==> src/rtl/mux_sel_arbiter.sv <==
// Round-robin arbiter that owns the select lines of a shared data selector
// and registers the selector output Y on behalf of the current owner.
module mux_sel_arbiter #(
    parameter int NREQ     = 3,
    parameter int MAX_HOLD = 4
) (
    input  logic            clk,
    input  logic            rst,
    input  logic [NREQ-1:0] req,
    input  logic            y_in,
    output logic [NREQ-1:0] gnt,
    output logic [1:0]      sel,
    output logic            busy,
    output logic            y_q,
    output logic            y_valid,
    output logic [1:0]      y_idx
);

    localparam int HW = (MAX_HOLD > 1) ? $clog2(MAX_HOLD) : 1;
    localparam logic [HW-1:0] HOLD_LAST = HW'(MAX_HOLD - 1);

    localparam logic ST_IDLE  = 1'b0;
    localparam logic ST_GRANT = 1'b1;

    logic          state;
    logic [1:0]    owner;
    logic [1:0]    last;
    logic [1:0]    winner;
    logic [1:0]    cand;
    logic          found;
    logic [HW-1:0] hold_cnt;
    logic [3:0]    req_pad;
    logic          release_now;

    // Padding to four bits lets a 2-bit code index the request vector for any legal NREQ.
    assign req_pad = 4'(req);

    // Scan starts just after the previous owner, so that owner has lowest priority.
    always_comb begin
        winner = '0;
        cand   = '0;
        found  = 1'b0;
        for (int i = 1; i <= NREQ; i++) begin
            cand = 2'((int'(last) + i) % NREQ);
            if (!found && req_pad[cand]) begin
                found  = 1'b1;
                winner = cand;
            end
        end
    end

    assign release_now = !req_pad[owner] || (hold_cnt == HOLD_LAST);

    always_ff @(posedge clk) begin
        if (rst) begin
            state    <= ST_IDLE;
            gnt      <= '0;
            sel      <= '0;
            busy     <= 1'b0;
            y_q      <= 1'b0;
            y_valid  <= 1'b0;
            y_idx    <= '0;
            hold_cnt <= '0;
            owner    <= '0;
            last     <= 2'(NREQ - 1);
        end else begin
            y_valid <= 1'b0;
            case (state)
                ST_IDLE: begin
                    if (|req) begin
                        gnt      <= NREQ'(1) << winner;
                        sel      <= winner;
                        busy     <= 1'b1;
                        hold_cnt <= '0;
                        owner    <= winner;
                        state    <= ST_GRANT;
                    end
                end
                ST_GRANT: begin
                    y_q     <= y_in;
                    y_idx   <= owner;
                    y_valid <= 1'b1;
                    // sel is left alone on release so the selector never sees a spurious code.
                    if (release_now) begin
                        gnt   <= '0;
                        busy  <= 1'b0;
                        last  <= owner;
                        state <= ST_IDLE;
                    end else begin
                        hold_cnt <= hold_cnt + 1'b1;
                    end
                end
                default: state <= ST_IDLE;
            endcase
        end
    end

endmodule

==> config.mk <==
export PLATFORM = sky130hd
export DESIGN_NAME = mux_sel_arbiter
export DESIGN_NICKNAME = d
export VERILOG_FILES = /design/src/rtl/mux_sel_arbiter.sv
export SDC_FILE = /design/constraint.sdc
export NUM_CORES = 1
export LEC_CHECK = 0
export ABC_AREA = 1
export BUFFER_PORTS_ARGS = -buffer_cell sky130_fd_sc_hd__buf_2
export CAP_MARGIN = 10
export CORE_ASPECT_RATIO = 0.9
export CORE_MARGIN = 1.5
export CORE_UTILIZATION = 47
export CTS_BUF_LIST = sky130_fd_sc_hd__clkbuf_16
export CTS_CLUSTER_SIZE = 12
export DETAILED_ROUTE_END_ITERATION = 6
export GPL_ROUTABILITY_DRIVEN = 0
export PLACE_DENSITY_LB_ADDON = 0.1
export SETUP_SLACK_MARGIN = 0.3
export SLEW_MARGIN = 20
export SYNTH_ARGS = -nofsm -noshare
export SYNTH_HDL_FRONTEND = slang
export SYNTH_SLANG_ARGS = --single-unit
==> constraint.sdc <==
create_clock -name clk -period 1.8 [get_ports clk]
set_clock_uncertainty 0.2 [all_clocks]
set_input_delay 0.18 -clock clk [delete_from_list [all_inputs] [get_ports clk]]
set_output_delay 0.18 -clock clk [all_outputs]
set_load 0.02 [all_outputs]
**Word level (Yosys, flattened, before mapping)**

Index checks and enable logic that the tools add are counted.

- Register bits: 15
- Output and inout port bits: 10

- $add $sub $neg: 4
- Divide/modulo/power cells: 3
- Magnitude comparators: 4
- Eq/ne operators: 4
- Shift operators: 1
- Multiplexer cells: 26
- Bitwise gates (word level): 1
- Reductions and logical operators: 11

Operators with widths:

| kind | count |
|---|---|
| 32-bit by 3-bit modulo with 32-bit output, second input constant | 3 |
| 2-bit by 3-bit < comparator with 1-bit output, second input constant | 4 |
| 1-bit two-way mux | 11 |
| 2-bit two-way mux | 5 |
| 1-bit binary-select mux with 2-bit select | 4 |
| 2-bit AND reduction | 4 |
| 2-bit by 2-bit adder with 3-bit output, second input constant | 2 |
| 3-bit two-way mux | 2 |
| 3-bit one-hot mux with 2 select lines | 1 |
| 2-bit inequality test, second input constant | 2 |
| 1-bit one-hot mux with 2 select lines | 2 |
| 2-bit one-hot mux with 2 select lines | 1 |
| 2-bit by 1-bit adder with 3-bit output, second input constant | 1 |
| 1-bit logical NOT | 3 |
| 3-bit OR reduction | 1 |
| 1-bit by 2-bit << shifter with 3-bit output, first input constant | 1 |
| 2-bit by 1-bit adder with 2-bit output, second input constant | 1 |
| 2-bit == test, second input constant | 1 |
| 1-bit logical AND | 2 |
| 2-bit by 1-bit inequality test with 1-bit output, second input constant | 1 |
| 1-bit logical OR | 1 |
| 1-bit NOT | 1 |

**Depth between registers and ports, before layout**

Gate-level depths: netlist of the first run.

- Depth in word-level cells: 14
- Gate-level depth with buffers: 12
- Mapped depth without buffers: 12

**Worst setup path after synthesis of the first run**

OpenSTA, ideal clock, no wires.

- Kind: reg-to-reg
- Start point: register last[0]
- End point: register owner[0]
- Library setup time: 109 ps
- Arrival time: 1,385 ps
- Required time: 1,491 ps
- Setup slack: 106 ps
- Cell stages (with the launch flop): 13
- Path buffers: 0
- Clock period less this slack: 1,694 ps
- Cells stage by stage: dfxtp_1 > inv_1 > ha_1 > inv_2 > nand2_1 > nand3_1 > nand2_1 > nand3_1 > nand2_1 > nor2_1 > nand2_1 > nand2_1 > inv_1

- Cells in the longest elaborated chain, start to end: 11
- Elaborated cells between the ends (all ways): 21
- Those cells by class: add/sub (3); div (3); mux (11); reduce/logical (4)

Ends and longest elaborated chain:

| item | RTL line | RTL |
|---|---|---|
| start: declaration | 27 | `logic [1:0] last;` |
| start signal: assignment | 65 | `last <= 2'(NREQ - 1);` |
| start signal: assignment | 87 | `last <= owner;` |
| 2-bit by 1-bit adder with 3-bit output | 44 | `cand = 2'((int'(last) + i) % NREQ);` |
| 32-bit by 3-bit modulo with 32-bit output | 44 |  |
| 1-bit binary-select mux with 2-bit select | 45 | `if (!found && req_pad[cand]) begin` |
| 1-bit two-way mux (not written as such) | 45 |  |
| 1-bit two-way mux | 45 |  |
| 1-bit logical NOT | 45 |  |
| 1-bit logical AND | 45 |  |
| 1-bit two-way mux | 45 |  |
| 1-bit logical NOT | 45 |  |
| 1-bit logical AND | 45 |  |
| 2-bit two-way mux (*) | 45 |  |
| end signal: assignment | 75 | `owner <= winner;` |
| end: declaration | 26 | `logic [1:0] owner;` |

Every way passes the cells marked *; elsewhere a longest branch is shown, timed or not. The select of a mux whose other input is x is not followed.
A chain may end at the register's enable or synchronous reset.

**Final worst setup path of the first run**

- Start point: register last[0]
- End point: register gnt[0]

- Cells in the longest elaborated chain, start to end: 14
- Elaborated cells between the ends (all ways): 24
- Those cells by class: add/sub (3); div (3); shift (1); mux (13); reduce/logical (4)

Ends and longest elaborated chain:

| item | RTL line | RTL |
|---|---|---|
| 2-bit by 1-bit adder with 3-bit output | 44 |  |
| 32-bit by 3-bit modulo with 32-bit output | 44 |  |
| 1-bit binary-select mux with 2-bit select | 45 |  |
| 1-bit two-way mux (not written as such) | 45 |  |
| 1-bit two-way mux | 45 |  |
| 1-bit logical NOT | 45 |  |
| 1-bit logical AND | 45 |  |
| 1-bit two-way mux | 45 |  |
| 1-bit logical NOT | 45 |  |
| 1-bit logical AND | 45 |  |
| 2-bit two-way mux (*) | 45 |  |
| 1-bit by 2-bit << shifter with 3-bit output (*) | 71 | `gnt <= NREQ'(1) << winner;` |
| 3-bit two-way mux (*) | 70 | `if (\|req) begin` |
| 3-bit one-hot mux with 2 select lines (*) | 68 | `case (state)` |
| end signal: assignment | 71 |  |
| end: declaration | 11 | `output logic [NREQ-1:0] gnt,` |

Marked as above.

==> key figures, run 1 <==
Drt
  – Antenna-violating nets left: 0
  – Total Wirelength: roughly 1900 µm
  – 1st-iter DRT viols: 22
  – DRC viols: 0
  – WL/cell: 12.33 µm
  – Drt pass-1 iters: 4
  – Via density: about 5.2
  – Vias: 801

Finish
  – FF+latch area: ~300 µm²
  – Layout cells sized above 1: 44.27%
  – Inserted Diodes: 0
  – Layout Cells excl Fill: 153
  – Final instance area: 0.001100 mm²
  – Fillers: 126
  – Footprint of the multi-input gates: 513.0 µm²
  – Final #Nets: approximately 140
  – Synth-to-Final Area Change: 37.77%

Timing
  – Period utilization: 92.77%
  – Setup-failing EPs final: 0
  – Fmax: 598.9 MHz
  – Max-slew violation count: 0
  – Tightest Pin Transition: 0.3457 ns
  – Setup TNS: 0 ns
  – Worst rel slew slack: between 70% and 80%
  – RSZ-0062 raised after global routing: yes
  – Final Hold Viols: 0
  – Hold slack: 0.03568 ns
  – Period minus WS final: 1.670 ns

CTS
  – CTS tree: yes
  – Root Driver: clkbuf_16
  – Worst-path clk slew: 0.05 ns
  – Num Clock Sinks: 15
  – Clock latency at the later pin of the worst-skew pair: 0.24 ns
  – Total CTS buffers: 3
  – Htree depth: 1
  – Max Root-Sink Buffers: 2

Worst setup path
  – CP Class: reg2reg
  – CP Cell Sequence: inv_2 -> ha_4 -> nand2_2 -> nand3_2 -> nand2_4 -> nand3_2 -> nand3_2 -> nor2_2 -> nand2_1 -> a21oi_2
  – Worst Path Arrival: 1.65 ns
  – Crit-path max FO: 5
  – Worst Setup Start Kind: register
  – Slowest stage delay, CP: 0.33 ns
  – Critical-path top delay cell: dfxtp_2
  – Most common cell on crit path: nand3_2
  – CP required: approximately 1.8 ns
  – CP endpoint kind: register

Floorplan
  – FP Rows: 13
  – Die height: between 40 and 50 µm
  – Initial Util: 52.77%
  – CORE AREA: 0.001513 mm²
  – Die area: 0.001955 mm²
  – Die W: 46.44 µm
  – Ports: 16

Logic synthesis
  – Synthesized area per cell: 7.324 µm²
  – Yosys cell types: 22
  – #FFs+latches synth: 15
  – Syn. warnings: 0
  – Syn nets: between 100 and 150
  – Register area share after synthesis: 37.62%
  – Post-Syn Area: 798.3 µm²
  – Mapped Cells: 109

Hold path
  – Hold crit path type: in2reg

GRT
  – Global route overflow: 0
  – Vias in the first global route: between 700 and 800
  – Antenna violations before repair: 0
  – Largest net degree at the start of global routing: 11
  – First-pass GRT wire length: 3167 µm
  – GR Util All Layers: 22.38%

Placed design
  – DP Area: 920.9 µm²
  – # port buffers: 15
  – Dpl cells: 145
  – Final HPWL DP: 1276 µm

Power
  – Max IR drop VDD: 882.5 µV
  – PD cells: 1175 mW/mm²
  – Static leakage: 0.5300 nW
  – Pwr Total: 1.293 mW

Run status
  – Status: completed

Flow run
  – Max-cap violations: 0
==> worst max-delay path: cells and delay by family (launching register included) <==
family                     cells  cell delay (ns)
and+or+nand+nor                7             0.64
DFF                            1             0.33
adders and majority gates      1             0.31
AOI/OAI and AO/OA              1             0.10
buffers and inverters          1             0.05
==> layout by cell type, fill, tap and decap left out <==
master,synthesis,routed
a31oi_4,1,1
buf_4,0,3
a21oi_2,2,2
o21ai_0,7,5
nand2_4,1,2
buf_2,0,15
a21oi_4,1,1
ha_4,0,1
nor2_1,15,13
a21oi_1,6,6
ha_2,0,1
nand2_1,18,13
inv_2,3,6
o21ai_1,4,4
dlygate4sd3_1,0,1
o211ai_1,1,1
nor2_2,1,2
ha_1,4,2
dfxtp_1,15,12
o21ai_2,0,2
nand2_2,0,4
nand3_2,1,7
a211oi_1,1,1
nor2_4,1,2
nor3_2,0,1
dfxtp_2,0,3
nand3_1,11,5
inv_4,1,2
inv_1,13,10
clkbuf_16,0,3
==> cells in the mapped netlist (all sizes together) <==
library cell | n | share of area, %
a211oi | 1 | 0.94
a21oi | 9 | 8.0
a31oi | 1 | 2.7
clkbuf | 1 | 0.47
dfxtp | 15 | 38
ha | 4 | 6.3
inv | 17 | 8.3
nand2 | 19 | 9.9
nand3 | 12 | 8.2
nor2 | 17 | 9.2
nor3 | 1 | 0.63
o211ai | 1 | 0.94
o21ai | 11 | 6.9
==> stage by stage <==
stage	setup slack, ns	util, %
after CTS	0.1599	71.30
after floorplan	0.2304	-
after global placement	0.1611	60.88
final	0.1302	72.70
after global routing	0.06630	72.70
after detailed placement	0.1247	60.88
==> per-layer routing <==
metal / GRT usage [%] / share of wire, %
met1: 28.84 / 45
met5: 0 / 0
met2: 34.72 / 47
met4: 8.000 / 2.4
met3: 6.466 / 5.4
==> registers in the layout, summed over array words and instances (netlist names) <==
register,count
last,2
hold_cnt,2
busy,1
owner,2
gnt,3
y_q,1
y_valid,1
state,1
y_idx,2
==> cell type report <==
class	count	area share, %
multi-input cells	76	46.64
flip-flops and latches	15	27.65
repair buffers	19	9.784
clock buffers	3	6.826
inverters	17	6.257
well taps	22	2.503
clock inverters	1	0.3413
==> final timing paths <==
| kind | from | slack [ns] | cells after the start | end |
|---|---|---|---|---|
| worst min register to register | gnt[1] | 0.26 | 2 | gnt[1] |
| worst max-delay path | last[0] | 0.13 | 10 | gnt[0] |
| worst min-delay path | rst | 0.04 | 2 | gnt[0] |
| worst max register to register | last[0] | 0.13 | 10 | gnt[0] |
==> cell families (layout without fill, tap and decap cells) <==
family          after synthesis  count (layout)  share of synthesized area [%]
flops                        15              15                          37.62
simple gates                 49              49                          27.90
compound gates               23              23                          19.44
buf+inv                      18              40                          8.778
fa+ha+maj                     4               4                          6.270
==> repair_timing <==
action | 4_1_cts | 5_1_grt
endpoints found under the hold margin | 1 | 0
hold buffers | 1 | 0
pin swaps | 15 | 4
gates resized for setup | 15 | 9
setup buffers | 2 | 1
endpoints found under the setup margin | 5 | 6
==> power breakdown <==
| part | internal (mW) | switching (mW) |
|---|---|---|
| sequential | 0.382 | 0.0405 |
| combinational | 0.175 | 0.279 |
| clock | 0.293 | 0.123 |
No activity file was read; power rests on OpenSTA's default activity.
==> run 2, diff against run 1 <==
Settings changed: ABC_AREA 1 to unset, CORE_UTILIZATION 47 to 46, GPL_TIMING_DRIVEN set to 0.
==> run 2 against run 1 <==
Compared with the run above: utilization is 5.1 points higher; final area rose by 4.7%; fmax is 1.8% higher.
==> key figures, run 2 <==
Run status
  – Status: completed

CTS
  – Worst-path clk slew: 0.05 ns
  – Num Clock Sinks: 15
  – Htree depth: 1
  – CTS tree: yes
  – Max Root-Sink Buffers: 2
  – Root Driver: clkbuf_16
  – Total CTS buffers: 3
  – Clock latency at the later pin of the worst-skew pair: 0.24 ns

Drt
  – DRC viols: 0
  – Via density: 5.523
  – Antenna-violating nets left: 0
  – 1st-iter DRT viols: 5
  – Total Wirelength: about 1800 µm
  – Drt pass-1 iters: 4
  – WL/cell: 14.20 µm
  – Vias: 707

Logic synthesis
  – Register area share after synthesis: around two fifths
  – Adder-Cell Fraction of Synth Area: 6.700%
  – Async SR Flop Fraction: 0%
  – Ys flop type: dfxtp_1
  – Post-Syn Area: between 700 and 800 µm²
  – #FFs+latches synth: 15
  – EDFF count, synth: 0
  – Yosys cell types: 32
  – Syn. warnings: 0
  – Synth Area in Simple Gates: 18.93%
  – Synth Area in Compound Gates: 23.79%
  – Post-synthesis mux area share: 6.700%
  – Most common cell in the netlist: dfxtp_1
  – Synth top area share: 40.20%
  – Largest family of logic cells by synthesized area: compound AO/OA/AOI/OAI gates
  – Syn nets: 91
  – List of most frequent post-synthesis cells: dfxtp_1, nor2_1, a21oi_1
  – Mapped Cells: 81
  – Xor/xnor share of the synthesized area: 0%
  – Area contributors post-synth: dfxtp_1, ha_1, mux2i_1
  – Synthesized area per cell: 9.222 µm²
  – Leading area contributor after synthesis: dfxtp_1

Timing
  – Setup-failing EPs final: 0
  – Period minus WS final: roughly 1.6 ns
  – Hold slack: ~0.12 ns
  – RSZ-0062 raised after global routing: yes
  – Final Hold Viols: 0
  – Period utilization: 91.11%
  – Max-slew violation count: 0
  – Worst rel slew slack: between 60% and 70%
  – Fmax: approximately 610 MHz
  – Setup TNS: 0 ns
  – Tightest Pin Transition: 0.4795 ns

Power
  – Static leakage: 0.4651 nW
  – Max IR drop VDD: ~800 µV
  – PD cells: slightly below 900 mW/mm²

Worst setup path
  – CP endpoint kind: register
  – CP required: 1.77 ns
  – CP Class: reg2reg
  – Critical-path top delay cell: dfxtp_4
  – Crit-path max FO: 4
  – Reg2Reg Setup Slack: around 0.16 ns
  – Worst Setup Start Kind: register
  – Worst r2r path cells: 6
  – Slowest stage delay, CP: around 0.38 ns
  – Buf/Inv on CP: 1
  – R2r startpoint: last[0]
  – CP Cell Sequence: inv_2 -> ha_4 -> nor2b_2 -> o311ai_4 -> o211ai_1 -> a21oi_1
  – R2R Path End: gnt[0]
  – Worst Path Arrival: 1.61 ns
  – Crit path max-delay family: compound AO/OA/AOI/OAI gates

Finish
  – Most frequent cells in the layout: buf_2, nor2_1, dfxtp_1, a21oi_1
  – Layout cells sized above 1: between 40% and 50%
  – Commonest non-fill, non-tap cell in the layout: buf_2
  – Fillers: roughly 90
  – Inserted Diodes: 0
  – Max reg flops: 3
  – Final #Nets: approximately 120
  – Synth-to-Final Area Change: 54.10%
  – Biggest register: gnt
  – Layout Cells excl Fill: 128

Floorplan
  – Die area: about 0.0019 mm²
  – FP Rows: 13
  – Die W: 45.48 µm
  – CORE AREA: 0.001480 mm²
  – Die height: 41.23 µm
  – Initial Util: between 50 and 60%
  – Ports: 16

Hold path
  – Depth of the worst hold-timing path: 3
  – Hold Path End: owner[1]
  – Hold crit path type: in2reg
  – Min-delay src: req[2]

Placed design
  – # port buffers: 15
  – Final HPWL DP: 1113 µm
  – Dpl cells: 118

GRT
  – Largest net degree at the start of global routing: 11
  – First-pass GRT wire length: between 2000 and 3000 µm
  – Vias in the first global route: 593
  – Antenna violations before repair: 0
  – Global route overflow: 0
  – GR Util All Layers: 21.89%

Flow run
  – Max-cap violations: 0
[run 2: cell count changes in the layout (fill, tap and decap cells not counted), moves of 4 or more]
cell | before | now
inv_1 | 10 | 4
inv_2 | 6 | 1
mux2i_1 | 0 | 4
nand2_1 | 13 | 3
nand2_2 | 4 | 0
nand3_2 | 7 | 0
nor2_1 | 13 | 9
[run 2: logic make-up after synthesis]
| logic type | count (synthesis) |
|---|---|
| flops | 15 |
| mux | 5 |
| compound gates | 23 |
| simple gates | 27 |
| buf+inv | 7 |
| fa+ha+maj | 4 |
[run 2: timing repair]
action	CTS	global route
pin swaps	4	5
setup buffers	2	2
setup endpoints to repair	8	14
resized for setup	18	11
endpoints found under the hold margin	4	0
hold buffers	2	0
[run 2: worst register-to-register path, delay by kind of cell (launching register included)]
kind | cells | cell delay (ns)
flops | 1 | 0.38
simple gates | 1 | 0.05
compound gates | 3 | 0.60
buf+inv | 1 | 0.05
fa+ha+maj | 1 | 0.29
[run 2: where the power goes]
part | switching [mW] | internal [mW]
Combinational | 0.124 | 0.101
Clock | 0.126 | 0.293
Sequential | 0.0251 | 0.358
Total | 0.275 | 0.752
[run 2: cell type report]
cell class	instances	area (µm²)	area share [%]
multi-input combinational	59	566.8	49.24
sequential	15	315.3	27.39
timing repair buffer	21	128.9	11.20
clock buffer	3	75.07	6.522
tap	22	27.53	2.391
inverter	5	21.27	1.848
buffer	2	12.51	1.087
clock inverter	1	3.754	0.3261
[run 2: layer usage]
metal / track usage [%] / wire, µm / vias to the layer above
met5: 0 / 0 / -
met2: 35.56 / 901 / 18
met1: 26.37 / 808 / 330
met3: 9.251 / 73 / 8
li1: - / - / 351
met4: 6.618 / 34 / 0
[run 2: how the worst max path moves through the flow]
stage | startpoint | slack, ns | to | cells past startpoint
5_1_grt | last[0] | 0.11 | gnt[2] | 6
3_5_place_dp | last[0] | 0.05 | gnt[0] | 6
2_1_floorplan | last[0] | 0.19 | gnt[0] | 6
6_report | last[0] | 0.16 | gnt[0] | 6
3_3_place_gp | last[0] | 0.09 | gnt[0] | 6
4_1_cts | last[0] | 0.16 | gnt[0] | 6
[run 2: through the flow]
step	total power [mW]	utilization (%)	area, µm²	setup slack (ns)
floorplan	0.5093	-	789.5	0.1901
global placement	0.5559	60.27	892.1	0.08595
detailed placement	0.5606	60.27	892.1	0.04920
CTS	1.012	73.88	1094	0.1631
global route	1.074	77.77	1151	0.1064
finish	1.027	77.77	1151	0.1599
==> run 3, diff against run 2 <==
Settings changed: CORE_UTILIZATION 46 to 47, CTS_BUF_LIST sky130_fd_sc_hd__clkbuf_16 to sky130_fd_sc_hd__clkbuf_8.
==> run 3 against run 2 <==
Compared with the run above: final area fell by 2.3%; via count fell by 1.3%; register-to-register slack got worse by 0.06 ns; clock-buffer cell count did not move; critical path depth did not move; sequential power barely moved; critical path type unchanged; largest cell class unchanged; largest power group is now sequential cells.
==> key figures, run 3 (synthesized netlist as in run 2, its figures left out) <==
CTS
  – Clock latency at the later pin of the worst-skew pair: 0.25 ns
  – Max Root-Sink Buffers: 2
  – Total CTS buffers: 3
  – Htree depth: 1
  – Worst-path clk slew: 0.07 ns
  – CTS tree: yes
  – Num Clock Sinks: 15
  – Root Driver: clkbuf_8

Worst setup path
  – CP Class: reg2reg
  – Critical path origin: last[0]
  – Buf/Inv on CP: 1
  – Slowest stage delay, CP: around 0.43 ns
  – CP endpoint kind: register
  – Crit path max-delay family: simple AND/OR/NAND/NOR gates
  – R2r startpoint: last[0]
  – Worst Setup Start Kind: register
  – CP Cell Sequence: inv_4 -> ha_4 -> nand2_1 -> o211ai_1 -> or3_4 -> a21oi_1
  – Worst Path Arrival: 1.68 ns
  – Crit-path max FO: 4
  – CP required: 1.78 ns
  – Critical-path top delay cell: or3_4

Timing
  – Hold slack: about 0.18 ns
  – Period utilization: 94.43%
  – Setup TNS: 0 ns
  – Fmax: 588.3 MHz
  – Tightest Pin Transition: 0.4717 ns
  – RSZ-0062 raised after global routing: yes
  – Max-slew violation count: 0
  – Final Hold Viols: 0
  – Worst rel slew slack: around two thirds
  – Setup-failing EPs final: 0
  – Period minus WS final: 1.700 ns

Drt
  – 1st-iter DRT viols: 19
  – Via density: 5.769
  – Drt pass-1 iters: 4
  – Antenna-violating nets left: 0
  – WL/cell: 16.24 µm
  – Total Wirelength: 1965 µm
  – Vias: 698
  – DRC viols: 0

Flow run
  – Max-cap violations: 0

Finish
  – Synth-to-Final Area Change: 50.59%
  – Most frequent cells in the layout: buf_2, nor2_1, dfxtp_1, a21oi_1
  – Inserted Diodes: 0
  – Fillers: 95
  – Layout Cells excl Fill: 121
  – Biggest register: gnt
  – Max reg flops: 3
  – Layout cells sized above 1: 50.00%
  – Commonest non-fill, non-tap cell in the layout: buf_2
  – Final #Nets: 117

GRT
  – Largest net degree at the start of global routing: 11
  – First-pass GRT wire length: between 2000 and 3000 µm
  – Vias in the first global route: 612
  – GR Util All Layers: between 20% and 30%
  – Global route overflow: 0
  – Antenna violations before repair: 0

Floorplan
  – Die area: 0.001838 mm²
  – Die W: 45.02 µm
  – CORE AREA: 0.001464 mm²
  – FP Rows: 13
  – Ports: 16
  – Initial Util: about half
  – Die height: 40.82 µm

Hold path
  – Min-delay src: req[2]
  – Hold crit path type: in2reg

Power
  – Max IR drop VDD: 713.1 µV
  – Static leakage: between 0.4 and 0.5 nW
  – Pwr Total: 0.8949 mW
  – PD cells: 795.6 mW/mm²

Placed design
  – # port buffers: 15
  – Final HPWL DP: 1132 µm
  – Dpl cells: 111

Run status
  – Status: completed
[run 3: cell type report]
| class | instances | area [µm²] | share of cell area, % |
|---|---|---|---|
| Timing Repair Buffer | 21 | 125.1 | 11.12 |
| Tap cell | 15 | 18.77 | 1.669 |
| Inverter | 5 | 23.77 | 2.113 |
| Multi-Input combinational cell | 59 | 580.6 | 51.61 |
| Sequential cell | 15 | 315.3 | 28.03 |
| Buffer | 2 | 12.51 | 1.112 |
| Clock inverter | 1 | 7.507 | 0.6674 |
| Clock buffer | 3 | 41.29 | 3.671 |
[run 3: tightest hold or removal path, cell delays in order]
cell      delay (ns)
buf_2           0.16
o311ai_4        0.09
buf_4           0.12
a211oi_2        0.05
[run 3: path summary, 6_finish.rpt]
kind | endpoint | depth (start not counted) | slack (ns)
max | owner[0] | 6 | 0.10
min | owner[1] | 4 | 0.18
max reg2reg | owner[0] | 6 | 0.10
min reg2reg | gnt[0] | 2 | 0.27
[run 3: through the flow]
stage          util [%]  worst slack, ns  instance area [µm²]
4_1_cts           73.50           0.1601                 1076
6_report          76.84           0.1002                 1125
3_5_place_dp      60.34          0.01053                883.3
3_3_place_gp      60.34          0.06267                883.3
5_1_grt           76.84          0.02868                 1125
2_1_floorplan         -           0.1901                789.5
[run 3: per-layer routing]
metal / wire length [µm] / track usage (%) / vias to the layer above / part of all wire [%]
li1: - / - / 344 / -
met5: 0 / 0 / - / 0
met2: 936 / 34.64 / 27 / 48
met1: 865 / 29.95 / 321 / 44
met3: 107 / 7.048 / 6 / 5.4
met4: 55 / 15.44 / 0 / 2.8
[run 3: report_power, final]
| group | internal (mW) | switching (mW) | total, mW |
|---|---|---|---|
| Combinational | 0.102 | 0.129 | 0.232 |
| Clock | 0.156 | 0.125 | 0.280 |
| Sequential | 0.357 | 0.0259 | 0.383 |
| Total | 0.615 | 0.280 | 0.895 |
[run 3: what timing repair did]
action	4_1_cts	5_1_grt
endpoints found under the setup margin	8	15
resized for setup	20	12
hold endpoints to repair	4	0
pin swaps	7	6
buffers inserted	4	0
cloned	0	0
hold buffers	2	0
